## src/rtl/jtframe_clkmon.sv

```systemverilog
// Frequency monitor for a slow clock sampled as data on clk: counts clk_in rising
// edges per WIN-cycle window and judges range. Optional hysteresis: JTFRAME_CLKMON_HYST_EN.
module jtframe_clkmon #(
   parameter int unsigned WIN     = 1024,
   parameter int unsigned SETTLE  = 64,
   parameter int unsigned CW      = 12,
   parameter int unsigned EXP_MIN = 62,
   parameter int unsigned EXP_MAX = 66
) (
   input  logic          clk,
   input  logic          rst_n,
   input  logic          locked,
   input  logic          clk_in,
   output logic [CW-1:0] freq,
   output logic          freq_valid,
   output logic          ok,
   output logic          lost,
   output logic [7:0]    err_cnt
);

   localparam logic [15:0] WIN_LAST = 16'(WIN - 1);
   localparam logic [15:0] SET_LAST = (SETTLE == 0) ? 16'd0 : 16'(SETTLE - 1);

   typedef enum logic [1:0] {
      ST_IDLE,
      ST_SETTLE,
      ST_MEASURE
   } state_t;

   state_t          r_state;
   state_t          w_state_nxt;

   logic            r_lock_s1, r_lock_s2;
   logic            r_cin_s1, r_cin_s2, r_cin_s3;
   logic [15:0]     r_set_cnt;
   logic [15:0]     r_win_cnt;
   logic [CW-1:0]   r_edge_cnt;
   logic [CW-1:0]   r_freq;
   logic            r_valid;
   logic            r_ok;
   logic            r_ok_q;
   logic            r_lost;
   logic [7:0]      r_err;
`ifdef JTFRAME_CLKMON_HYST_EN
   logic            r_good;
`endif

   logic            w_lock;
   logic            w_edge;
   logic            w_set_last;
   logic            w_win_last;
   logic [CW-1:0]   w_edge_sum;
   logic            w_in_rng;
   logic [7:0]      w_err_inc;

   always_ff @(posedge clk or negedge rst_n) begin
      if (!rst_n) begin
         r_lock_s1 <= 1'b0;
         r_lock_s2 <= 1'b0;
         r_cin_s1  <= 1'b0;
         r_cin_s2  <= 1'b0;
         r_cin_s3  <= 1'b0;
      end else begin
         r_lock_s1 <= locked;
         r_lock_s2 <= r_lock_s1;
         r_cin_s1  <= clk_in;
         r_cin_s2  <= r_cin_s1;
         r_cin_s3  <= r_cin_s2;
      end
   end

   assign w_lock     = r_lock_s2;
   assign w_edge     = r_cin_s2 & ~r_cin_s3;
   assign w_set_last = (r_set_cnt == SET_LAST);
   assign w_win_last = (r_win_cnt == WIN_LAST);
   // The terminal-cycle edge is folded in here so it lands in the closing window
   assign w_edge_sum = (w_edge && (r_edge_cnt != '1)) ? r_edge_cnt + 1'b1 : r_edge_cnt;
   assign w_in_rng   = (w_edge_sum >= CW'(EXP_MIN)) && (w_edge_sum <= CW'(EXP_MAX));
   assign w_err_inc  = (r_err != '1) ? r_err + 8'd1 : r_err;

   always_ff @(posedge clk or negedge rst_n) begin
      if (!rst_n) begin
         r_state <= ST_IDLE;
      end else begin
         r_state <= w_state_nxt;
      end
   end

   always_comb begin
      w_state_nxt = r_state;
      if (!w_lock) begin
         w_state_nxt = ST_IDLE;
      end else begin
         case (r_state)
            ST_IDLE:    w_state_nxt = ST_SETTLE;
            ST_SETTLE:  if (w_set_last) w_state_nxt = ST_MEASURE;
            ST_MEASURE: w_state_nxt = ST_MEASURE;
            default:    w_state_nxt = ST_IDLE;
         endcase
      end
   end

   always_ff @(posedge clk or negedge rst_n) begin
      if (!rst_n) begin
         r_set_cnt  <= '0;
         r_win_cnt  <= '0;
         r_edge_cnt <= '0;
         r_freq     <= '0;
         r_valid    <= 1'b0;
         r_ok       <= 1'b0;
         r_ok_q     <= 1'b0;
         r_lost     <= 1'b0;
         r_err      <= '0;
`ifdef JTFRAME_CLKMON_HYST_EN
         r_good     <= 1'b0;
`endif
      end else begin
         r_valid <= 1'b0;
         r_ok_q  <= r_ok;
         r_lost  <= r_ok_q & ~r_ok;
         if (!w_lock) begin
            r_set_cnt  <= '0;
            r_win_cnt  <= '0;
            r_edge_cnt <= '0;
            r_ok       <= 1'b0;
`ifdef JTFRAME_CLKMON_HYST_EN
            r_good     <= 1'b0;
`endif
         end else begin
            case (r_state)
               ST_SETTLE: begin
                  r_set_cnt  <= w_set_last ? '0 : r_set_cnt + 16'd1;
                  r_win_cnt  <= '0;
                  r_edge_cnt <= '0;
               end
               ST_MEASURE: begin
                  if (w_win_last) begin
                     r_freq     <= w_edge_sum;
                     r_valid    <= 1'b1;
                     r_win_cnt  <= '0;
                     r_edge_cnt <= '0;
`ifdef JTFRAME_CLKMON_HYST_EN
                     if (w_in_rng) begin
                        if (r_good) r_ok <= 1'b1;
                        r_good <= 1'b1;
                     end else begin
                        r_ok   <= 1'b0;
                        r_good <= 1'b0;
                        r_err  <= w_err_inc;
                     end
`else
                     if (w_in_rng) begin
                        r_ok  <= 1'b1;
                     end else begin
                        r_ok  <= 1'b0;
                        r_err <= w_err_inc;
                     end
`endif
                  end else begin
                     r_win_cnt  <= r_win_cnt + 16'd1;
                     r_edge_cnt <= w_edge_sum;
                  end
               end
               default: begin
                  r_set_cnt  <= '0;
                  r_win_cnt  <= '0;
                  r_edge_cnt <= '0;
               end
            endcase
         end
      end
   end

   assign freq       = r_freq;
   assign freq_valid = r_valid;
   assign ok         = r_ok;
   assign lost       = r_lost;
   assign err_cnt    = r_err;

endmodule

```

## config.mk

```make
export PLATFORM = sky130hd
export DESIGN_NAME = jtframe_clkmon
export DESIGN_NICKNAME = d
export VERILOG_FILES = /design/src/rtl/jtframe_clkmon.sv
export SDC_FILE = /design/constraint.sdc
export NUM_CORES = 1
export LEC_CHECK = 0
export ABC_AREA = 0
export CORE_MARGIN = 2
export CORE_UTILIZATION = 55
export CTS_BUF_LIST = sky130_fd_sc_hd__clkbuf_16
export DETAILED_ROUTE_END_ITERATION = 8
export GPL_ROUTABILITY_DRIVEN = 1
export PLACE_DENSITY_LB_ADDON = 0.08
export RECOVER_POWER = 25
export SETUP_SLACK_MARGIN = 0.02
export SLEW_MARGIN = 15
export SYNTH_ARGS = -nofsm -noshare
export SYNTH_HDL_FRONTEND = slang
export SYNTH_SLANG_ARGS = --single-unit
```

## constraint.sdc

```tcl
create_clock -name clk -period 6.7 [get_ports clk]
set_clock_uncertainty 0.1 [all_clocks]
set_input_delay 2.01 -clock clk [delete_from_list [all_inputs] [get_ports clk]]
set_output_delay 2.01 -clock clk [all_outputs]
set_load 0.02 [all_outputs]
```

==> impl_metrics.tcl, run 1 <==
set metrics [dict create \
    status "complete, no violations" \
    r2r_slack_ns 3.64 \
    period_needed_ns 3.513 \
    drive_gt1_share_pct 5.051 \
    synth_area_per_cell_sq_um 9.877 \
    num_vias 2670 \
    max_freq_mhz 284.7 \
    cap_violations 0 \
    core_area_sq_um 6386 \
    critPathKind "flip-flop to output pin" \
    remaining_drc_errors 0 \
    synth_nets 380 \
    dp_hpwl_mm 4.578 \
    synth_seq_cells 75 \
    crit_cells 1 \
    dieArea_sq_um 7294 \
    synth_top_flop_cell "dfrtp_1" \
    syn_inst 369 \
    max_slew.worst_pin.slew_ns 1.227 \
    reg2reg_depth 8 \
    required_ns 4.59 \
    wl_met3_microns 255 \
    initial_utilization_pct 57.07 \
    diodes 0 \
    layout.cells.non_filler 473 \
    crit_fanout 6 \
    cp-end-kind "output pin" \
    cts_tree "done" \
    fin_ws_ns 3.187 \
    synth_edf_count 0 \
    die_h_microns 85.41 \
    totalWireLength_mm 6.664 \
    top_layer_used "met4" \
    path_cells "clkdlybuf4s50_1" \
    dr.pass1.iters 4 \
    synth_area_sq_um 3645 \
    synthDistinctLibCells 47 \
    drv_slew 0 \
    ys_async_sr_fraction_pct 100.0 \
    pre_cts_slack_ns 3.532 \
    grt_usage_pct 20.82 \
    reg2reg_to "err_cnt[5]" \
    num_io_pins 27 \
    post_cts_buffers 0 \
    slowest_delay_ns 0.64 \
    finalHoldViolations 0 \
    fill_cells 526 \
    cts.htree.levels 3 \
    finish.utilization_pct 65.28 \
    ys.warnings.count 0 \
    cts.sinks 75 \
    synth-seq-area-share_pct 51.49 \
    die_w_microns 85.41 \
    globalplace.congestion 0.8579 \
    power_leakage_nw 1.765 \
    fin_nets 403 \
    clockRootBuffer "clkbuf_16" \
    worst-path-buf-inv 1 \
    tns_ns 0 \
    wl_met2_mm 3.172 \
    startpoint "err_cnt[0]" \
    period_share_pct 52.43 \
    grt_max_degree 76 \
    critical-path-slowest-cell "clkdlybuf4s50_1" \
    dp_cells 458 \
    cp-endpoint "err_cnt[0]" \
    clk_pin_slew_ns 0.06 \
    drtAntennaViolNets 0 \
    clock_latency_ns 0.32 \
    setup_viol 0 \
    rsz0062_at_grt "no" \
    power_density_nw_per_um2 236.8 \
    rows 29 \
    cp-start-kind "flip-flop" \
    worst-endpoint-arrival_ns 1.40 \
    place_area_sq_um 3902 \
    io_buffers 26 \
    grt_pass1_vias 2586 \
    irDropWorstVdd_uv 170.9 \
    wl_per_cell_microns 14.09 \
    cts_buffer_depth 2 \
    hold_path.class "flip-flop to flip-flop" \
    overflow 0 \
    area_delta_synth_final_pct 14.38 \
    whs_path_depth 0 \
    fin_area_sq_um 4169 \
    holdBufCountCts 0 \
    antenna_found_initial 0 \
    r2r_start "r_win_cnt[0]" \
    maxSlewHeadroom_pct 18.18 \
    drtIter0Drc 126 \
    ctsResizeCount 0 \
    met1_length_mm 3.179 \
    cts-buffers-inserted 9 \
    path_delay_family "buffers and inverters" \
    grt_pass1_wl_mm 12.05 \
    viasPerCell 5.645 \
]
-- stage by stage --
stage	hold WS (ns)	total power, mW
detailed placement	0.2378	0.5556
global route	0.2515	1.037
CTS	0.2491	1.001
global placement	0.2321	0.5534
finish	0.2471	0.9873
floorplan	0.2312	0.5291
-- cells in the mapped netlist, types with 6 or more instances --
library cell / instances / share of area (%)
nor2_1: 55 / 5.7
nand3_1: 20 / 2.7
ha_1: 7 / 2.4
clkbuf_1: 8 / 0.82
dfrtp_1: 75 / 51
nor3_1: 6 / 0.82
inv_1: 7 / 0.72
xnor2_1: 19 / 4.6
nor4_1: 8 / 1.4
o21ai_0: 20 / 2.7
nand4_1: 14 / 2.4
xor2_1: 20 / 4.8
nand2_1: 43 / 4.4
and3_1: 9 / 1.5
-- how the worst min path moves through the flow --
stage	start	to	slack, ns
global placement	r_cin_s1	r_cin_s2	0.23
CTS	r_cin_s1	r_cin_s2	0.25
detailed placement	r_lock_s1	r_lock_s2	0.24
global route	r_cin_s1	r_cin_s2	0.25
floorplan	r_cin_s1	r_cin_s2	0.23
finish	r_cin_s1	r_cin_s2	0.25
-- sequential cells by signal, summed over array words and instances, names as in the netlist, 2 cells and up --
| signal | flops |
|---|---|
| r_win_cnt | 16 |
| r_state | 2 |
| err_cnt | 8 |
| r_edge_cnt | 12 |
| freq | 12 |
| r_set_cnt | 16 |
-- cell families (layout without fill, tap and decap cells) --
logic type                 Yosys count  count (layout)  synth area share [%]
AOI/OAI and AO/OA                   41              41                 7.243
xor gates and xnor gates            39              39                 9.372
adders and majority gates            7               7                 2.403
buffers and inverters               22              49                 3.570
DFF                                 75              75                 51.49
muxes                                4               4                 1.236
and+or+nand+nor                    181             181                 24.68
-- per-layer routing --
layer	vias up	global-route usage [%]
met4	0	8.658
met3	6	3.599
li1	1315	-
met2	47	32.88
met1	1302	28.60
met5	-	0
-- cell usage in the layout, fill, tap and decap left out, drive strengths merged, types with 2 or more instances in the layout --
cell / netlist / layout
a21boi: 2 / 2
nand2b: 2 / 2
nor4: 8 / 8
clkinv: 0 / 3
a21oi: 6 / 6
nand3: 20 / 20
or3: 3 / 3
clkdlybuf4s50: 0 / 23
and4: 4 / 4
a31oi: 2 / 2
xor2: 20 / 20
clkbuf: 12 / 10
inv: 7 / 9
dlygate4sd3: 0 / 2
nor3: 8 / 8
nor2: 55 / 55
o211ai: 2 / 2
or4: 2 / 2
and2: 5 / 5
nand4: 15 / 15
nand2: 43 / 43
ha: 7 / 7
nor2b: 4 / 4
a311oi: 4 / 4
xnor2: 19 / 19
dfrtp: 75 / 75
mux2i: 3 / 3
o21ai: 21 / 21
and3: 9 / 9
-- final cells by class --
class | instances | area [sq um] | area share [%]
clock inverter | 6 | 50.05 | 1.200
clock buffer | 9 | 225.2 | 5.402
multi-input combinational | 272 | 1633 | 39.17
timing repair buffer | 27 | 261.5 | 6.273
sequential | 75 | 1877 | 45.02
tap | 77 | 96.34 | 2.311
inverter | 7 | 26.28 | 0.6303
-- power by group --
group / switching (mW) / internal (mW) / total [mW]
Clock: 0.161 / 0.280 / 0.441
Combinational: 0.0557 / 0.0193 / 0.0750
Sequential: 0.00859 / 0.463 / 0.471
No activity file was read; power rests on OpenSTA's default activity.
==> run 2, diff against run 1 <==
- CORE_UTILIZATION: 55 -> 53
- clock period: 6.7 -> 2.85 ns (I/O delays scaled with it)
==> impl_metrics.tcl, run 2 (same netlist as run 1, synthesis figures left out) <==
set metrics [dict create \
    io_buffers 26 \
    whs_path_depth 0 \
    clock_latency_ns 0.33 \
    totalWireLength_mm 7.137 \
    num_io_pins 27 \
    period_share_pct 93.86 \
    initial_utilization_pct 54.25 \
    cts_tree "done" \
    drive_gt1_share_pct 8.148 \
    clk_pin_slew_ns 0.06 \
    required_ns 2.97 \
    hold_path.class "flip-flop to flip-flop" \
    max_slew.worst_pin.slew_ns 2.071 \
    remaining_drc_errors 0 \
    die_h_microns 86.93 \
    multi_input_area_sq_um 1650 \
    dieArea_sq_um 7556 \
    cp-end-kind "flip-flop" \
    finalHoldViolations 0 \
    violations "max-capacitance violations, max-slew violations" \
    worst-endpoint-arrival_ns 2.80 \
    dp_hpwl_mm 4.944 \
    diodes 0 \
    layout.cells.non_filler 485 \
    rsz0062_at_grt "no" \
    cp-start-kind "flip-flop" \
    power_leakage_nw 1.832 \
    cts.sinks 75 \
    power_density_nw_per_um2 594.1 \
    status "finished, violations left" \
    final_cell_mix "dfrtp_1 (75), nor2_1 (55), nand2_1 (43)" \
    dr.pass1.iters 4 \
    cts_buffer_depth 2 \
    grt_usage_pct 21.41 \
    num_vias 2693 \
    antenna_found_initial 0 \
    r2r_slack_ns 0.17 \
    top_regs "r_set_cnt x16, r_win_cnt x16" \
    viasPerCell 5.553 \
    cts-buffers-inserted 9 \
    wl_per_cell_microns 14.72 \
    min_to "r_cin_s2" \
    place_area_sq_um 3979 \
    cap_violations 1 \
    maxSlewHeadroom_pct -38.05 \
    reg2reg_depth 9 \
    fin_nets 411 \
    irDropWorstVdd_uv 326.9 \
    total_power_mw 2.567 \
    holdBufCountCts 0 \
    worstHoldStart "r_cin_s1" \
    overflow 0 \
    crit_fanout 6 \
    fin_area_sq_um 4320 \
    layout_commonest_cell "dfrtp_1" \
    grt_pass1_vias 2644 \
    max_freq_mhz 373.8 \
    grt_pass1_wl_mm 12.47 \
    grt_max_degree 40 \
    core_area_sq_um 6719 \
    dp_cells 469 \
    drtIter0Drc 114 \
    drv_slew 37 \
    tns_ns 0 \
    cts.htree.levels 3 \
    clockRootBuffer "clkbuf_16" \
    fill_cells 546 \
    setup_viol 0 \
    seqCellArea_sq_um 1877 \
    drtAntennaViolNets 0 \
    post_cts_buffers 0 \
    die_w_microns 86.93 \
    area_delta_synth_final_pct 18.54 \
    period_needed_ns 2.675 \
    rows 30 \
    reg2reg_to "err_cnt[1]" \
    r2r_start "r_edge_cnt[0]" \
    globalplace.congestion 0.8479 \
    critPathKind "flip-flop to flip-flop" \
]
-- run 2: worst max path at each step --
| stage | startpoint | endpoint | depth (start not counted) |
|---|---|---|---|
| 2_1_floorplan | r_edge_cnt[0] | err_cnt[1] | 9 |
| 3_3_place_gp | r_edge_cnt[0] | err_cnt[1] | 9 |
| 3_5_place_dp | r_edge_cnt[0] | err_cnt[1] | 9 |
| 4_1_cts | r_edge_cnt[0] | err_cnt[1] | 9 |
| 5_1_grt | r_edge_cnt[0] | err_cnt[1] | 9 |
| 6_report | r_edge_cnt[0] | err_cnt[1] | 9 |
-- run 2: final cells by class --
type	instances	share of cell area, %
Clock buffer	9	5.213
Tap cell	80	2.317
Multi-Input combinational cell	272	38.20
Sequential cell	75	43.44
Timing Repair Buffer	35	7.732
Clock inverter	7	2.491
Inverter	7	0.6082
-- run 2: where the power goes --
part | internal [mW] | total [mW] | leakage (nW) | switching [mW]
Sequential | 1.09 | 1.11 | 1.03 | 0.0192
Combinational | 0.0603 | 0.197 | 0.629 | 0.137
Clock | 0.845 | 1.26 | 0.168 | 0.418
Total | 1.99 | 2.57 | 1.83 | 0.574
-- run 2: metal layers --
metal / GRT usage (%) / wire (microns)
met5: 0 / 0
met3: 3.507 / 253
met4: 10.51 / 130
met2: 34.77 / 3449
met1: 27.89 / 3303
-- run 2: critical path, stage by stage (launching register included) --
cell	delay, ns
dfrtp_1	0.45
ha_4	0.20
nand3b_1	0.17
xnor2_1	0.18
nor2_1	0.08
or3_1	0.34
or4_4	0.43
a21oi_4	0.14
or3_4	0.16
mux2_4	0.30
-- run 2: through the flow --
stage	hold slack [ns]	setup WS (ns)	utilization (%)
global route	0.2748	0.03724	64.30
CTS	0.2610	0.09545	64.17
floorplan	0.2312	0.1904	-
finish	0.2570	0.1749	64.30
detailed placement	0.2483	0.1202	59.22
global placement	0.2349	0.2103	59.22
-- run 2: repair_timing --
action                     4_1_cts  5_1_grt
setup endpoints to repair        0        8
resized for setup                0        2
hold endpoints to repair         0        0
==> run 3, diff against run 2 <==
- GPL_TIMING_DRIVEN: not set -> 0
==> impl_metrics.tcl, run 3 (same netlist as run 1, synthesis figures left out) <==
set metrics [dict create \
    status "complete, no violations" \
    required_ns 2.96 \
    cts_tree "done" \
    cts_buffer_depth 2 \
    top_regs "r_set_cnt x16, r_win_cnt x16" \
    drtAntennaViolNets 0 \
    initial_utilization_pct 54.25 \
    num_vias 2769 \
    drive_gt1_share_pct 9.443 \
    grt_pass1_wl_mm 12.33 \
    rows 30 \
    intPower_mw 1.894 \
    fin_nets 420 \
    critPathKind "flip-flop to flip-flop" \
    clock_power_share_pct 47.4 \
    clockRootBuffer "clkbuf_16" \
    viasPerCell 5.617 \
    period_needed_ns 2.709 \
    worst-endpoint-arrival_ns 2.82 \
    cp-end-kind "flip-flop" \
    tns_ns 0 \
    die_h_microns 86.93 \
    cts.sinks 75 \
    grt_pass1_vias 2644 \
    startpoint "r_edge_cnt[0]" \
    holdBufCountCts 0 \
    hold_path.class "flip-flop to flip-flop" \
    globalplace.congestion 0.8968 \
    remaining_drc_errors 0 \
    max_slew.worst_pin.slew_ns 0.9197 \
    seq_power_share_pct 44.9 \
    area_delta_synth_final_pct 20.01 \
    cap_violations 0 \
    clk_pin_slew_ns 0.06 \
    cts.htree.levels 3 \
    critical-path-slowest-cell "or4_4" \
    finish.utilization_pct 65.10 \
    max_freq_mhz 369.2 \
    grt_usage_pct 20.78 \
    switchingPower_mw 0.5685 \
    io_buffers 26 \
    dieArea_sq_um 7556 \
    slowest_delay_ns 0.58 \
    worstHoldStart "r_lock_s1" \
    path_cells "buf_4 > and4b_1 > buf_2 > o211ai_1 > o22ai_1 > or4_4 > a21oi_4 > or3_4 > mux2_4" \
    dr.pass1.iters 4 \
    period_share_pct 95.05 \
    hold_ws_ns 0.2461 \
    num_io_pins 27 \
    pwr-share-comb_pct 7.7 \
    cts-buffers-inserted 9 \
    totalWireLength_mm 7.075 \
    wl_per_cell_microns 14.35 \
    drv_slew 0 \
    power_density_nw_per_um2 563.0 \
    swShare_pct 23.09 \
    final_cell_mix "dfrtp_1 (73), nor2_1 (55), nand2_1 (43)" \
    power_leakage_nw 1.862 \
    grt_max_degree 40 \
    clock_latency_ns 0.32 \
    diodes 0 \
    die_w_microns 86.93 \
    r2r_start "r_edge_cnt[0]" \
    whs_path_depth 0 \
    core_area_sq_um 6719 \
    setup_viol 0 \
    layout_commonest_cell "dfrtp_1" \
    cp-start-kind "flip-flop" \
    drtIter0Drc 139 \
    rsz0062_at_grt "no" \
    maxSlewHeadroom_pct 38.69 \
    reg2reg_depth 9 \
    overflow 0 \
    crit_fanout 6 \
    antenna_found_initial 0 \
    total_power_mw 2.463 \
    dp_hpwl_mm 4.868 \
    finalHoldViolations 0 \
    irDropWorstVdd_uv 312.9 \
]
run 3: cell count changes in the layout (fill, tap and decap cells not counted), sizes merged:
cell / previous run / this run
buf: 9 / 7
inv: 8 / 7
bufinv: 3 / 2
clkbuf: 10 / 21
clkinv: 3 / 4
run 3: worst max-delay path: cells and delay by family, from the launching register on:
family                 cells  cell delay [ns]
AND/OR/NAND/NOR            3             0.92
AO/OA/AOI/OAI              3             0.54
flip-flops                 1             0.43
buffers and inverters      2             0.31
multiplexers               1             0.29
run 3: timing repair:
| item | 4_1_cts | 5_1_grt |
|---|---|---|
| pin swaps | 1 | 2 |
| setup buffers | 1 | 2 |
| setup endpoints to repair | 1 | 18 |
| gates cloned | 0 | 0 |
| resized for setup | 1 | 7 |
run 3: area by class of cell:
type	count	area, sq um
buffer	14	101.3
clock buffer	9	225.2
clock inverter	6	81.33
fill	530	2345
inverter	7	26.28
multi-input combinational	272	1663
sequential	75	1879
tap	80	100.1
timing repair buffer	30	297.8
run 3: final timing paths:
kind,end,slack (ns)
max,err_cnt[1],0.14
min,r_lock_s2,0.25
max reg2reg,err_cnt[1],0.14
min reg2reg,r_lock_s2,0.25
max in group asynchronous,r_edge_cnt[1],1.36
min in group asynchronous,r_edge_cnt[7],0.56
run 3: through the flow:
step	worst slack (ns)	instances	instance area, sq um
2_1_floorplan	0.1904	369	3645
3_3_place_gp	-1.737	475	4005
3_5_place_dp	-0.1302	476	4023
4_1_cts	0.03663	492	4339
5_1_grt	0.01380	493	4374
6_report	0.1412	493	4374
run 3: power groups by stage:
stage                     combinational (mW)  sequential [mW]  clock, mW
after floorplan                        0.125             1.12          0
after global placement                 0.182             1.12          0
after detailed placement               0.192             1.12          0
after CTS                              0.193             1.11       1.19
after global routing                   0.228             1.11       1.24
final                                  0.191             1.11       1.17
run 3: layer usage:
metal	up-vias	part of all wire, %	global-route usage (%)	wire [microns]
li1	1357	-	-	-
met1	1338	48	29.26	3424
met2	63	46	32.62	3286
met3	11	3.5	3.033	246
met4	0	1.7	8.097	117
met5	-	0	0	0
